[src/rtl/vend_pkg.sv]
// Shared types and constants for the vending transaction sequencer.
// State encoding, coin values and the 1-bit coin-type code held in the FIFO.
package vend_pkg;

  typedef enum logic [1:0] {
    IDLE,
    VEND,
    CHANGE
  } state_t;

  localparam int COIN5_VAL  = 5;
  localparam int COIN10_VAL = 10;

  localparam logic COIN_T5  = 1'b0;
  localparam logic COIN_T10 = 1'b1;

endpackage

[src/rtl/vend_controller_fifo.sv]
// coin_fifo: 1-bit coin-type queue, QDEPTH entries, up to two pushes per cycle.
// Ports: clk, reset, push_a/data_a, push_b/data_b (written after a), pop, head, count, empty.
module coin_fifo #(
  parameter int QDEPTH = 4
) (
  input  logic                      clk,
  input  logic                      reset,
  input  logic                      push_a,
  input  logic                      data_a,
  input  logic                      push_b,
  input  logic                      data_b,
  input  logic                      pop,
  output logic                      head,
  output logic [$clog2(QDEPTH):0]   count,
  output logic                      empty
);

  localparam int AW = $clog2(QDEPTH);

  logic [QDEPTH-1:0] mem;
  logic [AW-1:0]     wptr;
  logic [AW-1:0]     rptr;
  logic [AW-1:0]     wptr_b;

  // b lands behind a when both push in the same cycle
  assign wptr_b = wptr + AW'(push_a);
  assign head   = mem[rptr];
  assign empty  = (count == '0);

  always_ff @(posedge clk or posedge reset) begin
    if (reset) begin
      mem   <= '0;
      wptr  <= '0;
      rptr  <= '0;
      count <= '0;
    end else begin
      if (push_a) mem[wptr] <= data_a;
      if (push_b) mem[wptr_b] <= data_b;
      wptr  <= wptr + AW'(push_a) + AW'(push_b);
      if (pop) rptr <= rptr + 1'b1;
      count <= count + (AW+1)'(push_a)
                     + (AW+1)'(push_b)
                     - (AW+1)'(pop);
    end
  end

endmodule

[src/rtl/vend_controller.sv]
// Vending transaction sequencer: coin queue, credit, motor handshake, change payout.
// Ports: coin_5/coin_10/cancel/motor_done in; coin_accept_en, coin_reject,
// motor_req, change_5, credit, busy, fault out.
module vend_controller
  import vend_pkg::*;
#(
  parameter int PRICE    = 15,
  parameter int CREDIT_W = 6,
  parameter int QDEPTH   = 4,
  parameter int TIMEOUT  = 255
) (
  input  logic                clk,
  input  logic                reset,
  input  logic                coin_5,
  input  logic                coin_10,
  input  logic                cancel,
  input  logic                motor_done,
  output logic                coin_accept_en,
  output logic                coin_reject,
  output logic                motor_req,
  output logic                change_5,
  output logic [CREDIT_W-1:0] credit,
  output logic                busy,
  output logic                fault
);

  localparam int AW = $clog2(QDEPTH);
  localparam int TW = $clog2(TIMEOUT + 1);

  localparam logic [CREDIT_W-1:0] PRICE_C = CREDIT_W'(PRICE);
  localparam logic [CREDIT_W-1:0] C5      = CREDIT_W'(COIN5_VAL);
  localparam logic [CREDIT_W-1:0] C10     = CREDIT_W'(COIN10_VAL);

  state_t              state;
  state_t              state_n;
  logic [CREDIT_W-1:0] credit_n;
  logic                fault_n;
  logic [TW-1:0]       timer;
  logic [AW:0]         count;
  logic                empty;
  logic                head;
  logic                pop;

  // two free slots guarantee a dual-coin cycle never overflows
  assign coin_accept_en = (count <= (AW+1)'(QDEPTH - 2));

  coin_fifo #(
    .QDEPTH (QDEPTH)
  ) u_fifo (
    .clk    (clk),
    .reset  (reset),
    .push_a (coin_5 & coin_accept_en),
    .data_a (COIN_T5),
    .push_b (coin_10 & coin_accept_en),
    .data_b (COIN_T10),
    .pop    (pop),
    .head   (head),
    .count  (count),
    .empty  (empty)
  );

  always_comb begin
    state_n  = state;
    credit_n = credit;
    fault_n  = fault;
    pop      = 1'b0;
    unique case (state)
      IDLE: begin
        if (credit >= PRICE_C) begin
          state_n = VEND;
        end else if (cancel && credit != '0) begin
          state_n = CHANGE;
        end else if (!empty) begin
          pop      = 1'b1;
          credit_n = credit + ((head == COIN_T10) ? C10 : C5);
        end
      end
      VEND: begin
        // done wins over a coincident timeout
        if (motor_done) begin
          credit_n = credit - PRICE_C;
          state_n  = (credit_n != '0) ? CHANGE : IDLE;
        end else if (timer == TW'(TIMEOUT - 1)) begin
          fault_n = 1'b1;
          state_n = CHANGE;
        end
      end
      CHANGE: begin
        credit_n = credit - C5;
        if (credit_n == '0) state_n = IDLE;
      end
      default: state_n = IDLE;
    endcase
  end

  always_ff @(posedge clk or posedge reset) begin
    if (reset) begin
      state       <= IDLE;
      credit      <= '0;
      fault       <= 1'b0;
      timer       <= '0;
      coin_reject <= 1'b0;
    end else begin
      state       <= state_n;
      credit      <= credit_n;
      fault       <= fault_n;
      coin_reject <= (coin_5 | coin_10) & ~coin_accept_en;
      if (state == VEND && state_n == VEND) timer <= timer + 1'b1;
      else timer <= '0;
    end
  end

  assign motor_req = (state == VEND);
  assign change_5  = (state == CHANGE);
  assign busy      = (state != IDLE) || !empty;

endmodule
[config.mk]
export PLATFORM = sky130hd
export DESIGN_NAME = vend_controller
export DESIGN_NICKNAME = d
export VERILOG_FILES = /design/src/rtl/vend_pkg.sv /design/src/rtl/vend_controller_fifo.sv /design/src/rtl/vend_controller.sv
export SDC_FILE = /design/constraint.sdc
export NUM_CORES = 1
export LEC_CHECK = 0
export BUFFER_PORTS_ARGS = -buffer_cell sky130_fd_sc_hd__buf_2
export CORE_MARGIN = 5
export CORE_UTILIZATION = 40
export DETAILED_ROUTE_END_ITERATION = 6
export PLACE_DENSITY = 0.6
export SYNTH_ARGS = -nofsm -noshare
export SYNTH_HDL_FRONTEND = slang
export SYNTH_SLANG_ARGS = --single-unit
[constraint.sdc]
create_clock -name clk -period 3.25 [get_ports clk]
set_input_delay 0.325 -clock clk [delete_from_list [all_inputs] [get_ports clk]]
set_output_delay 0.325 -clock clk [all_outputs]
set_load 0.01 [all_outputs]
# Word-level counts from Yosys, hierarchy flattened
# Index checks and enable logic that the tools add are counted.
totals:
  reg_bits: 29
  out_inout_bits: 12
  word_cells: 84
op_classes:
  addsub: 10
  n_eq_ne: 8
  n_reduce_logical: 15
  order_cmp: 7
  n_bitwise: 9
  n_mux: 26
ops:
  columns: ["op", "count"]
  rows:
  - ["6-bit 2-to-1 mux", 4]
  - ["6-bit one-hot mux with 3 select lines", 1]
  - ["2-bit 2-to-1 mux", 6]
  - ["4-bit 2-to-1 mux", 3]
  - ["6-bit nonzero test", 2]
  - ["2-bit by 3-bit < comparator with 1-bit output (second input constant)", 3]
  - ["8-bit by 1-bit adder with 8-bit output (second input constant)", 1]
  - ["8-bit == test (second input constant)", 1]
  - ["8-bit 2-to-1 mux", 1]
  - ["2-bit != test (second input constant)", 4]
  - ["1-bit 2-to-1 mux", 7]
  - ["3-bit by 1-bit adder with 3-bit output", 2]
  - ["6-bit by 4-bit adder with 6-bit output", 1]
  - ["6-bit by 4-bit >= comparator with 1-bit output (second input constant)", 1]
  - ["6-bit logical NOT", 1]
  - ["2-bit one-hot mux with 3 select lines", 1]
  - ["6-bit by 3-bit subtractor with 6-bit output (second input constant)", 1]
  - ["6-bit by 4-bit subtractor with 6-bit output (second input constant)", 1]
  - ["5-bit AND reduction", 1]
  - ["2-bit by 1-bit adder with 2-bit output", 2]
  - ["4-bit AND", 1]
  - ["1-bit demux with 2-bit select", 2]
  - ["2-bit by 1-bit == test with 1-bit output (second input constant)", 2]
  - ["2-bit by 1-bit >= comparator with 1-bit output (second input constant)", 2]
  - ["18 further kinds", 24]

# Depth between registers and ports, before layout
# Gate-level depths: netlist of the first run.
depth:
  word_depth: 9
  mapped_depth: 10
  depth_no_buf: 10

# Cells and area by module
# Synthesis of the first run repeated with hierarchy kept, for this count alone.
hier_totals:
  cells_unflattened: 236
  hier_area_um2: 2177.1
modules_own_cells:
  columns: ["mod", "cells_per_inst", "area_per_inst_um2", "seq_area_each_um2", "instances"]
  rows:
  - ["vend_controller", 179, 1532.7, 450.4, 1]
  - ["coin_fifo", 57, 644.4, 275.3, 1]

# Worst setup path before layout of the first run
# OpenSTA, ideal clock, no wires.
synth_timing:
  kind: "register to register"
  from: "reg credit[1]"
  to: "reg u_fifo.count[2]"
  required_time_ns: 3.127
  stages_incl_launch_ff: 11
  synth_period_minus_slack_ns: 2.891
  setup_time_ns: 0.123
  t_arrival_ns: 2.768
  setup_slack_ns: 0.359
  cell_sequence: "dfrtp_1 > inv_1 > ha_1 > or3b_4 > a211oi_2 > and2b_1 > ha_1 > inv_1 > fa_1 > fa_1 > xnor2_1"
synth_via:
  elab_chain_len: 6
  elab_cells_between_ends: 7
  classes_between: "add/sub: 1; order compare: 1; mux: 3; reduce/logical: 2"
synth_lines:
  columns: ["item", "line", "source"]
  rows:
  - ["from (decl)", "vend_controller.sv:22", "output logic [CREDIT_W-1:0] credit,"]
  - ["from (signal assigned)", "vend_controller.sv:105", "credit <= credit_n;"]
  - ["branches (longest 3 deep; another with 6-bit by 4-bit >= comparator with 1-bit output)", null, null]
  - ["1-bit 2-to-1 mux *", "vend_controller.sv:69", "if (credit >= PRICE_C) begin"]
  - ["1-bit 2-to-1 mux *", "vend_controller.sv:67", "unique case (state)"]
  - ["net pop", "vend_controller.sv:42", "logic pop;"]
  - ["3-bit by 1-bit subtractor with 3-bit output *", "vend_controller_fifo.sv:43", "- (AW+1)'(pop);"]
  - ["to (signal assigned)", "vend_controller_fifo.sv:41", "count <= count + (AW+1)'(push_a)"]
  - ["to (decl)", "vend_controller_fifo.sv:14", "output logic [$clog2(QDEPTH):0] count,"]
# Mark *: on every way through the listed nets, which the timed path passes.
# A chain may end at the register's enable or synchronous reset.

# Final worst setup path of the first run
# Ends and elaborated chain as after synthesis.

==> results of run 1 <==
==> worst min-delay path by stage <==
stage	from	to	slack [ps]
global placement	reset	fault$_DFFE_PP0P_	410
detailed placement	reset	timer[6]$_DFF_PP0_	420
floorplan	reset	coin_reject$_DFF_PP0_	400
CTS	reset	fault$_DFFE_PP0P_	110
global route	reset	timer[5]$_DFF_PP0_	160
finish	reset	fault$_DFFE_PP0P_	110
==> layout make-up <==
cell class / instances / area [µm²] / area share [%]
repair buffers: 24 / 138 / 5.74
multi-input cells: 165 / 1250 / 52.3
clock inverters: 1 / 30.0 / 1.25
well taps: 70 / 87.6 / 3.66
inverters: 20 / 75.1 / 3.13
flip-flops and latches: 29 / 726 / 30.3
clock buffers: 7 / 86.3 / 3.60
==> state kept, by name, indices dropped and copies added (netlist names) <==
signal and cells:
coin_reject 1, credit 6, u_fifo.count 3, u_fifo.rptr 2, fault 1, u_fifo.mem 4, state 2, timer 8
u_fifo.wptr 2
==> critical path: stages, from the launching register on <==
cell      delay (ps)
dfrtp_1          410
inv_1            140
ha_1             250
or3b_4           420
a211oi_2         320
and2b_1          230
ha_1             150
inv_1             40
fa_1             370
fa_1             380
xnor2_1          130
==> layer usage <==
metal / vias up / track usage [%] / part of all wire [%]
met4: 0 / 3.92 / 0.56
met3: 2 / 2.93 / 4.0
met5: - / 0 / 0
met2: 29 / 23.6 / 46
met1: 799 / 20.1 / 49
li1: 849 / - / -
==> cell families (layout without fill, tap and decap cells) <==
kind of cell | after synthesis | count (layout) | synth area share (%)
buffers and inverters | 28 | 52 | 6.45
AOI/OAI and AO/OA | 55 | 55 | 19.5
muxes | 3 | 3 | 2.07
DFF | 29 | 29 | 34.3
xor gates and xnor gates | 15 | 15 | 6.21
and+or+nand+nor | 71 | 71 | 18.1
adders and majority gates | 21 | 21 | 13.4
==> cells in the mapped netlist, types with 2 or more instances <==
master	count
o21ai_0	12
nor2_1	10
buf_6	4
o22ai_1	3
fa_1	3
nor4_1	8
clkbuf_1	3
o21a_1	4
nand3_1	7
nand2_1	18
ha_1	17
o31ai_1	2
a22oi_1	2
xnor2_1	8
xor2_1	7
a21oi_1	9
nor3b_1	2
dfrtp_1	29
and3_1	2
o311ai_0	2
inv_1	19
nor3_1	4
a21o_1	3
nand2b_1	6
nand4_1	2
and4_1	2
nor2b_1	4
o221ai_1	3
and2b_1	2
==> power by group through the flow <==
stage          logic (mW)  clock network (mW)  registers [mW]
5_1_grt              1.75               0.412           0.643
2_1_floorplan        1.19                   0           0.634
6_report             1.55               0.383           0.623
3_5_place_dp         1.55                   0           0.630
4_1_cts              1.56               0.395           0.624
3_3_place_gp         1.53                   0           0.631
==> through the flow <==
stage	instances	util (%)	power (mW)	instance area (µm²)	worst slack (ps)
2_1_floorplan	222	-	1.83	2120	359
3_3_place_gp	308	44.6	2.16	2280	336
3_5_place_dp	308	44.6	2.18	2280	278
4_1_cts	316	46.9	2.58	2400	278
5_1_grt	316	46.9	2.81	2400	128
6_report	316	46.9	2.55	2400	299
==> impl_results.md, run 1 <==
- Hold_buf cts: 0
- Routed WL: roughly 4400 µm
- Cts repair resizes: 0
- Switching share of power: about 45%
- Yosys reg bits: 29
- Die Span Y: 82.7 µm
- Final #Nets: 271
- Fraction of registers with async set/reset: 100%
- Hold Path Class: primary input to async pin
- Status: completed
- Max Fclk: between 0.3 and 0.4 GHz
- Vias per cell: about 5.3
- Total GRT Usage: between 10% and 20%
- Layout cell share with drive strength beyond 1: 16.7%
- Arr. time, crit path: approximately 3100 ps
- I/O pins: 18
- Synth area leader: dfrtp_1
- Worst setup SP type: flop
- H-tree depth: 2
- Sequential area share after synthesis: between 30 and 40%
- Crit end category: flop
- Synth cell types: 54
- Hold Fails Final Rpt: 0
- Pin count of the biggest net entering global routing: 30
- Power Dens Cells: approximately 1100 nW/µm²
- Ys Warns: 0
- Mean Syn Cell Area: 9.53 µm²
- Path depth of the worst reg2reg path: 10
- Final Cycle Share: 90.8%
- Ys flop type: dfrtp_1
- Commonest non-fill, non-tap cell in the layout: dfrtp_1
- Routed WL per cell: about 14 µm
- Total CTS buffers: 5
- Diode count: 0
- Filler cells: ~500
- Buffers on Ports: 17
- Sequential share of power: 24.4%
- Worst R2R Setup Slack: around 300 ps
- VDD IR max: between 0.5 and 0.6 mV
- Power share of the combinational group: slightly above 60%
- Drt initial violations: between 50 and 60
- Post-route ant nets: 0
- Clock Pin Slew Worst Setup and Hold Paths: ~70 ps
- Clk_skew: roughly 6.7 ps
- Min cycle time layout: 2950 ps
- Die footprint: slightly below 7000 µm²
- Slew Limit Fails: 0
- Clock Tree Buf Depth: 2
- Post-CTS setup buffer count: 0
- Initial antenna violation count: 0
- Synth Instances: 222
- Grt total ovfl: 0
- Mapped Area: 2120 µm²
- Clk sinks: 29
- Pleak: approximately 1.1 nW
- Worst Setup SP: credit[1]$_DFFE_PP0P_
- Post-synth EDFFs: 0
- Clk pwr share: between 10% and 20%
- Worst hold slack: ~110 ps
- Row cnt: 26
- Endpoints failing setup: 0
- Critical R2R Capture: u_fifo.count[2]$_DFF_PP0_
- Setup CP Type: flop to flop
- Final Wtd Congestion: roughly 0.78
- Slew headroom: roughly two thirds
- Top cells by area, synth: dfrtp_1 34%, ha_1 10%, inv_1 3.4%
- Area Overhead vs Synth: 13.2%
- Detail Placement HPWL: about 3400 µm
- Post-route setup TNS: 0 ps
- Starting Density: between 40% and 50%
- Via count: 1679
- Vias in the first global route: ~1600
- R2R Path Start: credit[1]$_DFFE_PP0P_
- Internal: between 1 and 1.5 mW
- CP Max Fanout: 5
- Critical Path RT: between 3000 and 4000 ps
- Drt first pass iters: 4
- Clock Latency Late Sink: between 200 and 300 ps
- Sw power: 1.14 mW
- First-pass GRT wire length: between 7000 and 8000 µm
- CTS Root Cell: clkbuf_8
- Die X: 82.7 µm
- RSZ-0062 raised after global routing: no
- Synth top area share: 34.3%
- Setup crit end: u_fifo.count[2]$_DFF_PP0_
- Most frequent cells in the layout: 29 x dfrtp_1, 19 x inv_1, 18 x nand2_1
- CTS tree: done
- Synthesized net count: ~250
- DRC viols: 0
- Max-cap violations: 0
- Worst-Margin Slew: roughly 500 ps
- Core area: around 5000 µm²
No activity file was read; power rests on OpenSTA's default activity.
==> run 2, diff against run 1 <==
--- a/config.mk
+++ b/config.mk
@@ -5,6 +5,7 @@
 export SDC_FILE = /design/constraint.sdc
 export NUM_CORES = 1
 export LEC_CHECK = 0
+export ABC_AREA = 1
 export BUFFER_PORTS_ARGS = -buffer_cell sky130_fd_sc_hd__buf_2
 export CORE_MARGIN = 5
 export CORE_UTILIZATION = 40
==> run 2 against run 1 <==
Total power decreased by 51%. First-iteration DRC count increased by 76%. Worst setup slack improved by 380 ps. Die area decreased by 1.8%. Synthesized area decreased by 2.0%. Register-to-register slack improved by 380 ps. Synthesized cell count increased by 14%. Highest routed layer unchanged.
==> impl_results.md, run 2 <==
- Status: completed
- Post-CTS setup buffer count: 0
- Die Span Y: about 80 µm
- Clk_skew: 11.1 ps
- Row cnt: 26
- Worst R2R Setup Slack: 680 ps
- Layout cell share with drive strength beyond 1: 18.9%
- Worst hold slack: ~100 ps
- Hold Fails Final Rpt: 0
- Routed WL: 4260 µm
- Clk sinks: 29
- Sw power: approximately 0.4 mW
- Mapped Area: around 2100 µm²
- RSZ-0062 raised after global routing: no
- Power Dens Cells: ~540 nW/µm²
- Switching share of power: around 33%
- Main combinational cell family by area after synthesis: simple AND/OR/NAND/NOR gates
- Slew headroom: between 40 and 50%
- Max-cap violations: 0
- Max incr delay on CP: 450 ps
- Post-Synth Simple-Gate Area: approximately a quarter
- Internal: 0.847 mW
- Sequential share of power: 38.2%
- Max Fclk: ~0.39 GHz
- Synth cell types: 34
- Drt initial violations: 97
- Synth area leader: dfrtp_1
- Pleak: between 1 and 1.5 nW
- Synth top area share: a little over a third
- VDD IR max: between 0.3 and 0.4 mV
- Dpl ws: ~650 ps
- Area of the multi-input gates: 1170 µm²
- Slew Limit Fails: 0
- Commonest cells in the netlist: 52 x nand2_1, 35 x inv_1, 29 x dfrtp_1
- Largest registers: timer x8, credit x6, u_fifo.mem x4
- Buffers on Ports: 17
- Mux contribution to synthesized area: 0.483%
- Path depth of the worst reg2reg path: 10
- Crit-path slowest cell: dfrtp_1
- Sequential area share after synthesis: around a third
- Post-route ant nets: 0
- CP Max Fanout: 6
- Largest register FFs: 8
- R2R Path Start: credit[1]$_DFFE_PP0P_
- Final #Nets: 300
- CP Cell Sequence: inv_1 -> ha_1 -> nand4_1 -> nand2_1 -> nor3b_2 -> ha_1 -> inv_1 -> fa_1 -> fa_1 -> xnor2_1
- Initial antenna violation count: 0
- CTS tree: done
- Commonest non-fill, non-tap cell in the layout: nand2_1
- Total GRT Usage: around 14%
- Final Wtd Congestion: 0.860
- XOR/XNOR share of the synthesized area: between 5 and 6%
- Diode count: 0
- Compound-Gate Fraction of Synth Area: a little under an eighth
- Clock Latency Late Sink: ~280 ps
- Yosys reg bits: 29
- Routed WL per cell: approximately 12 µm
- Fraction of registers with async set/reset: 100%
- Crit end category: flop
- Min setup slack post-route: 678 ps
- Mean Syn Cell Area: between 8 and 9 µm²
- Largest Register: timer
- Total CTS buffers: 5
- Cts repair resizes: 0
- Worst setup SP type: flop
- Register area: just over 700 µm²
- Clk pwr share: slightly above 30%
- Die footprint: 6720 µm²
- Worst-Margin Slew: 850 ps
- DRC viols: 0
- Clock Tree Buf Depth: 2
- Final std cells w/o fill: between 300 and 400
- Top cells by area, synth: dfrtp_1 35%, ha_1 10%, nand2_1 9.4%
- Detail Placement HPWL: between 3000 and 4000 µm
- Filler cells: 542
- Post-synthesis adder-cell area fraction: 13.2%
- Arr. time, crit path: approximately 2700 ps
- Ys flop type: dfrtp_1
- Most frequent cells in the layout: 52 x nand2_1, 35 x inv_1, 29 x dfrtp_1
- Area Overhead vs Synth: 13.2%
- Core area: 5070 µm²
- Placed Cells: approximately 340
- Power share of the combinational group: between 30% and 40%
- Drt first pass iters: 4
- Die X: between 80 and 90 µm
- Critical R2R Capture: u_fifo.count[2]$_DFF_PP0_
- I/O pins: 18
- Top-count cell post-synth: nand2_1
- Vias per cell: roughly 5
- Endpoints failing setup: 0
- Ys Warns: 0
- Post-synth EDFFs: 0
- Hold Path Class: primary input to async pin
- Via count: between 1500 and 2000
- Pin count of the biggest net entering global routing: 30
- Grt total ovfl: 0
- Final Cycle Share: between 70% and 80%
- Hold_buf cts: 0
- H-tree depth: 2
- Post-route setup TNS: 0 ps
- Clock Pin Slew Worst Setup and Hold Paths: 70 ps
- Starting Density: between 40% and 50%
- Setup CP Type: flop to flop
- Synthesized net count: ~280
- CTS Root Cell: clkbuf_8
- Synth Instances: roughly 250
- Critical Path RT: between 3000 and 4000 ps
- Min cycle time layout: approximately 2600 ps
- Vias in the first global route: between 1500 and 2000
- First-pass GRT wire length: about 7400 µm
[run 2: cell types whose count changed after synthesis, moves of 5 or more]
cell      before  now
nand2_1       18   52
inv_1         19   35
nand3_1        7   15
nor3_2         0    8
nor4_1         8    0
inv_2          0    7
nand2b_1       6    0
a21oi_1        9   14
[run 2: logic make-up (layout without fill, tap and decap cells)]
family / after synthesis / count (layout)
compound gates: 43 / 43
mux: 1 / 1
fa+ha+maj: 20 / 20
flops: 29 / 29
xor+xnor: 13 / 13
buf+inv: 45 / 68
simple gates: 101 / 101
[run 2: layout make-up]
type	instances	share of cell area [%]
Clock inverter	1	1.28
Timing Repair Buffer	18	3.94
Inverter	42	6.72
Multi-Input combinational cell	178	49.7
Sequential cell	29	30.9
Clock buffer	7	3.68
Tap cell	70	3.73
[run 2: metrics by stage]
step / power (mW) / utilization, % / instance area (µm²)
2_1_floorplan: 0.784 / - / 2070
3_3_place_gp: 0.873 / 44.0 / 2230
3_5_place_dp: 0.880 / 44.0 / 2230
4_1_cts: 1.28 / 46.3 / 2350
5_1_grt: 1.37 / 46.3 / 2350
6_report: 1.26 / 46.3 / 2350
[run 2: power by group through the flow]
stage	sequential (mW)	clock, mW	combinational [mW]
5_1_grt	0.488	0.421	0.457
6_report	0.480	0.390	0.387
4_1_cts	0.481	0.403	0.395
3_5_place_dp	0.487	0	0.393
3_3_place_gp	0.487	0	0.387
2_1_floorplan	0.477	0	0.307
[run 2: how the worst max path moves through the flow]
stage,from,endpoint,slack [ps],depth (start not counted)
after floorplan,credit[1]$_DFFE_PP0P_,u_fifo.count[2]$_DFF_PP0_,790,10
after global placement,credit[1]$_DFFE_PP0P_,u_fifo.count[2]$_DFF_PP0_,710,10
after detailed placement,credit[1]$_DFFE_PP0P_,u_fifo.count[2]$_DFF_PP0_,650,10
after CTS,credit[1]$_DFFE_PP0P_,u_fifo.count[2]$_DFF_PP0_,650,10
after global routing,credit[1]$_DFFE_PP0P_,u_fifo.count[2]$_DFF_PP0_,460,10
final,credit[1]$_DFFE_PP0P_,u_fifo.count[2]$_DFF_PP0_,680,10
[run 2: critical path, delay by kind of cell (launching register included)]
family / cells / cell delay [ps]
adder cells (fa/ha/maj): 4 / 1170
AND/OR/NAND/NOR: 3 / 500
flip-flops: 1 / 450
buffers and inverters: 2 / 230
XOR/XNOR: 1 / 130
[run 2: layer usage]
metal	GRT usage, %	part of all wire (%)
met1	19.0	50
met4	4.49	1.4
met2	23.2	45
met3	3.07	3.6
met5	0	0
==> run 3, diff against run 2 <==
==> constraint.sdc (replaced) <==
create_clock -name clk -period 2.4 [get_ports clk]
set_input_delay 0.24 -clock clk [delete_from_list [all_inputs] [get_ports clk]]
set_output_delay 0.24 -clock clk [all_outputs]
set_load 0.01 [all_outputs]
==> run 3 against run 2 <==
Global-route usage is 0.99 points higher. Critical path type unchanged. Critical path depth is 1 lower. Sequential power is 35% higher. Cell count is 5.5% higher. Clock power is 2% higher. Die area stayed put. Register-to-register slack worse by 540 ps. Utilization is 2.8 points higher. Sequential cell count stayed put. First-iteration DRC count is 29% lower. Maximum frequency is 14% higher. Non-clock buffer count is 20 higher.
==> impl_results.md, run 3 (synthesized netlist as in run 2, its figures left out) <==
- Min cycle time layout: approximately 2300 ps
- Final #Nets: 320
- Internal: 1.06 mW
- Buffers on Ports: 17
- Row cnt: 26
- RSZ-0062 raised after global routing: no
- Die X: 82.0 µm
- Placed Instance Area: about 2400 µm²
- Status: completed
- Clk sinks: 29
- H-tree depth: 2
- Clock Latency Late Sink: about 270 ps
- CP Max Fanout: 3
- Clk pwr share: about a quarter
- Area of the multi-input gates: 1190 µm²
- Endpoints failing setup: 0
- VDD IR max: about 0.58 mV
- Worst-Margin Slew: 748 ps
- First-pass GRT wire length: 7950 µm
- DRC viols: 0
- Cts repair resizes: 0
- Sw power: about 0.55 mW
- Finished Cell Area: between 2000 and 2500 µm²
- Pleak: roughly 1.2 nW
- Arr. time, crit path: ~2500 ps
- Worst setup SP type: flop
- Hold_buf cts: 0
- Clock Pin Slew Worst Setup and Hold Paths: 60 ps
- Commonest non-fill, non-tap cell in the layout: nand2_1
- Initial antenna violation count: 0
- Most frequent cells in the layout: 52 x nand2_1, 35 x inv_1, 26 x dfrtp_1
- Die footprint: approximately 6700 µm²
- Slew Limit Fails: 0
- Hold Path Class: primary input to async pin
- Post-CTS setup buffer count: 0
- Max-cap violations: 0
- Setup CP Type: flop to flop
- Post-route setup TNS: 0 ps
- Final Wtd Congestion: 0.822
- Slew headroom: 50.1%
- Detail Placement HPWL: about 3500 µm
- Core area: between 5000 and 6000 µm²
- Vias in the first global route: ~1800
- Final Cycle Share: between 90% and 100%
- Routed WL per cell: about 12 µm
- Power Dens Cells: about 650 nW/µm²
- Clk_skew: 9.48 ps
- I/O pins: 18
- Largest register FFs: 8
- Drt initial violations: slightly below 70
- CTS tree: done
- Filler cells: 510
- Hold Fails Final Rpt: 0
- Post-route ant nets: 0
- Vias per cell: 4.77
- CTS Root Cell: clkbuf_8
- Drt first pass iters: 4
- Largest registers: timer x8, credit x6, u_fifo.mem x4
- Power share of the combinational group: around a third
- Area Overhead vs Synth: 20.1%
- Max Fclk: 0.443 GHz
- Via count: between 1500 and 2000
- Clock Tree Buf Depth: 2
- Die Span Y: approximately 82 µm
- Starting Density: between 40% and 50%
- Diode count: 0
- Pin count of the biggest net entering global routing: 21
- Total CTS buffers: 5
- Register area: roughly 730 µm²
- Largest Register: timer
- Critical Path RT: between 2000 and 3000 ps
- Routed WL: between 4000 and 5000 µm
- Switching share of power: between 30% and 40%
- Layout cell share with drive strength beyond 1: 25.9%
- Crit end category: flop
- Total GRT Usage: 15.3%
- Grt total ovfl: 0
- Sequential share of power: about 40%
-- run 3: final timing paths --
| kind | cells after the start | slack (ps) | to | start |
|---|---|---|---|---|
| setup / recovery | 9 | 140 | u_fifo.count[1]$_DFF_PP0_ | credit[0]$_DFFE_PP0P_ |
| hold / removal | 2 | 90 | u_fifo.mem[2]$_DFF_PP0_ | reset |
| setup reg to reg | 9 | 140 | u_fifo.count[1]$_DFF_PP0_ | credit[0]$_DFFE_PP0P_ |
| hold reg to reg | 1 | 490 | fault$_DFFE_PP0P_ | fault$_DFFE_PP0P_ |
| max in group asynchronous | 3 | 1680 | fault$_DFFE_PP0P_ | reset |
| min in group clk | 3 | 220 | coin_reject$_DFF_PP0_ | coin_5 |
-- run 3: routing by layer --
layer | vias up | track usage (%) | wire length [µm]
met2 | 29 | 24.5 | 1980
li1 | 906 | - | -
met3 | 2 | 3.62 | 172
met5 | - | 0 | 0
met4 | 0 | 4.32 | 25
met1 | 801 | 20.6 | 2230
-- run 3: cell type report --
type,count,share of cell area [%]
Inverter,42,6.33
Tap cell,70,3.52
Sequential cell,29,29.3
Multi-Input combinational cell,178,47.6
Timing Repair Buffer,38,9.75
Clock buffer,7,3.47
-- run 3: critical path, cell delays in order, from the launching register on --
cell and delay, ps:
dfrtp_2 410, inv_1 80, ha_1 180, nand4_1 100, nand2_1 110, nor3b_4 200, ha_1 150, inv_1 40
fa_1 380, fa_2 530
-- run 3: power by group through the flow --
stage	Clock [mW]	Sequential, mW	Combinational, mW
global placement	0	0.656	0.562
CTS	0.414	0.649	0.573
global route	0.433	0.657	0.663
finish	0.397	0.650	0.568
floorplan	0	0.646	0.418
detailed placement	0	0.656	0.571
-- run 3: metrics by stage --
stage	utilization (%)	hold WS [ps]	setup slack [ps]	power, mW	cells
2_1_floorplan	-	318	5.98	1.06	252
3_3_place_gp	47.1	410	140	1.22	357
3_5_place_dp	47.1	415	84.5	1.23	357
4_1_cts	48.8	114	73.6	1.64	364
5_1_grt	49.1	180	23.7	1.75	364
6_report	49.1	92.3	142	1.62	364
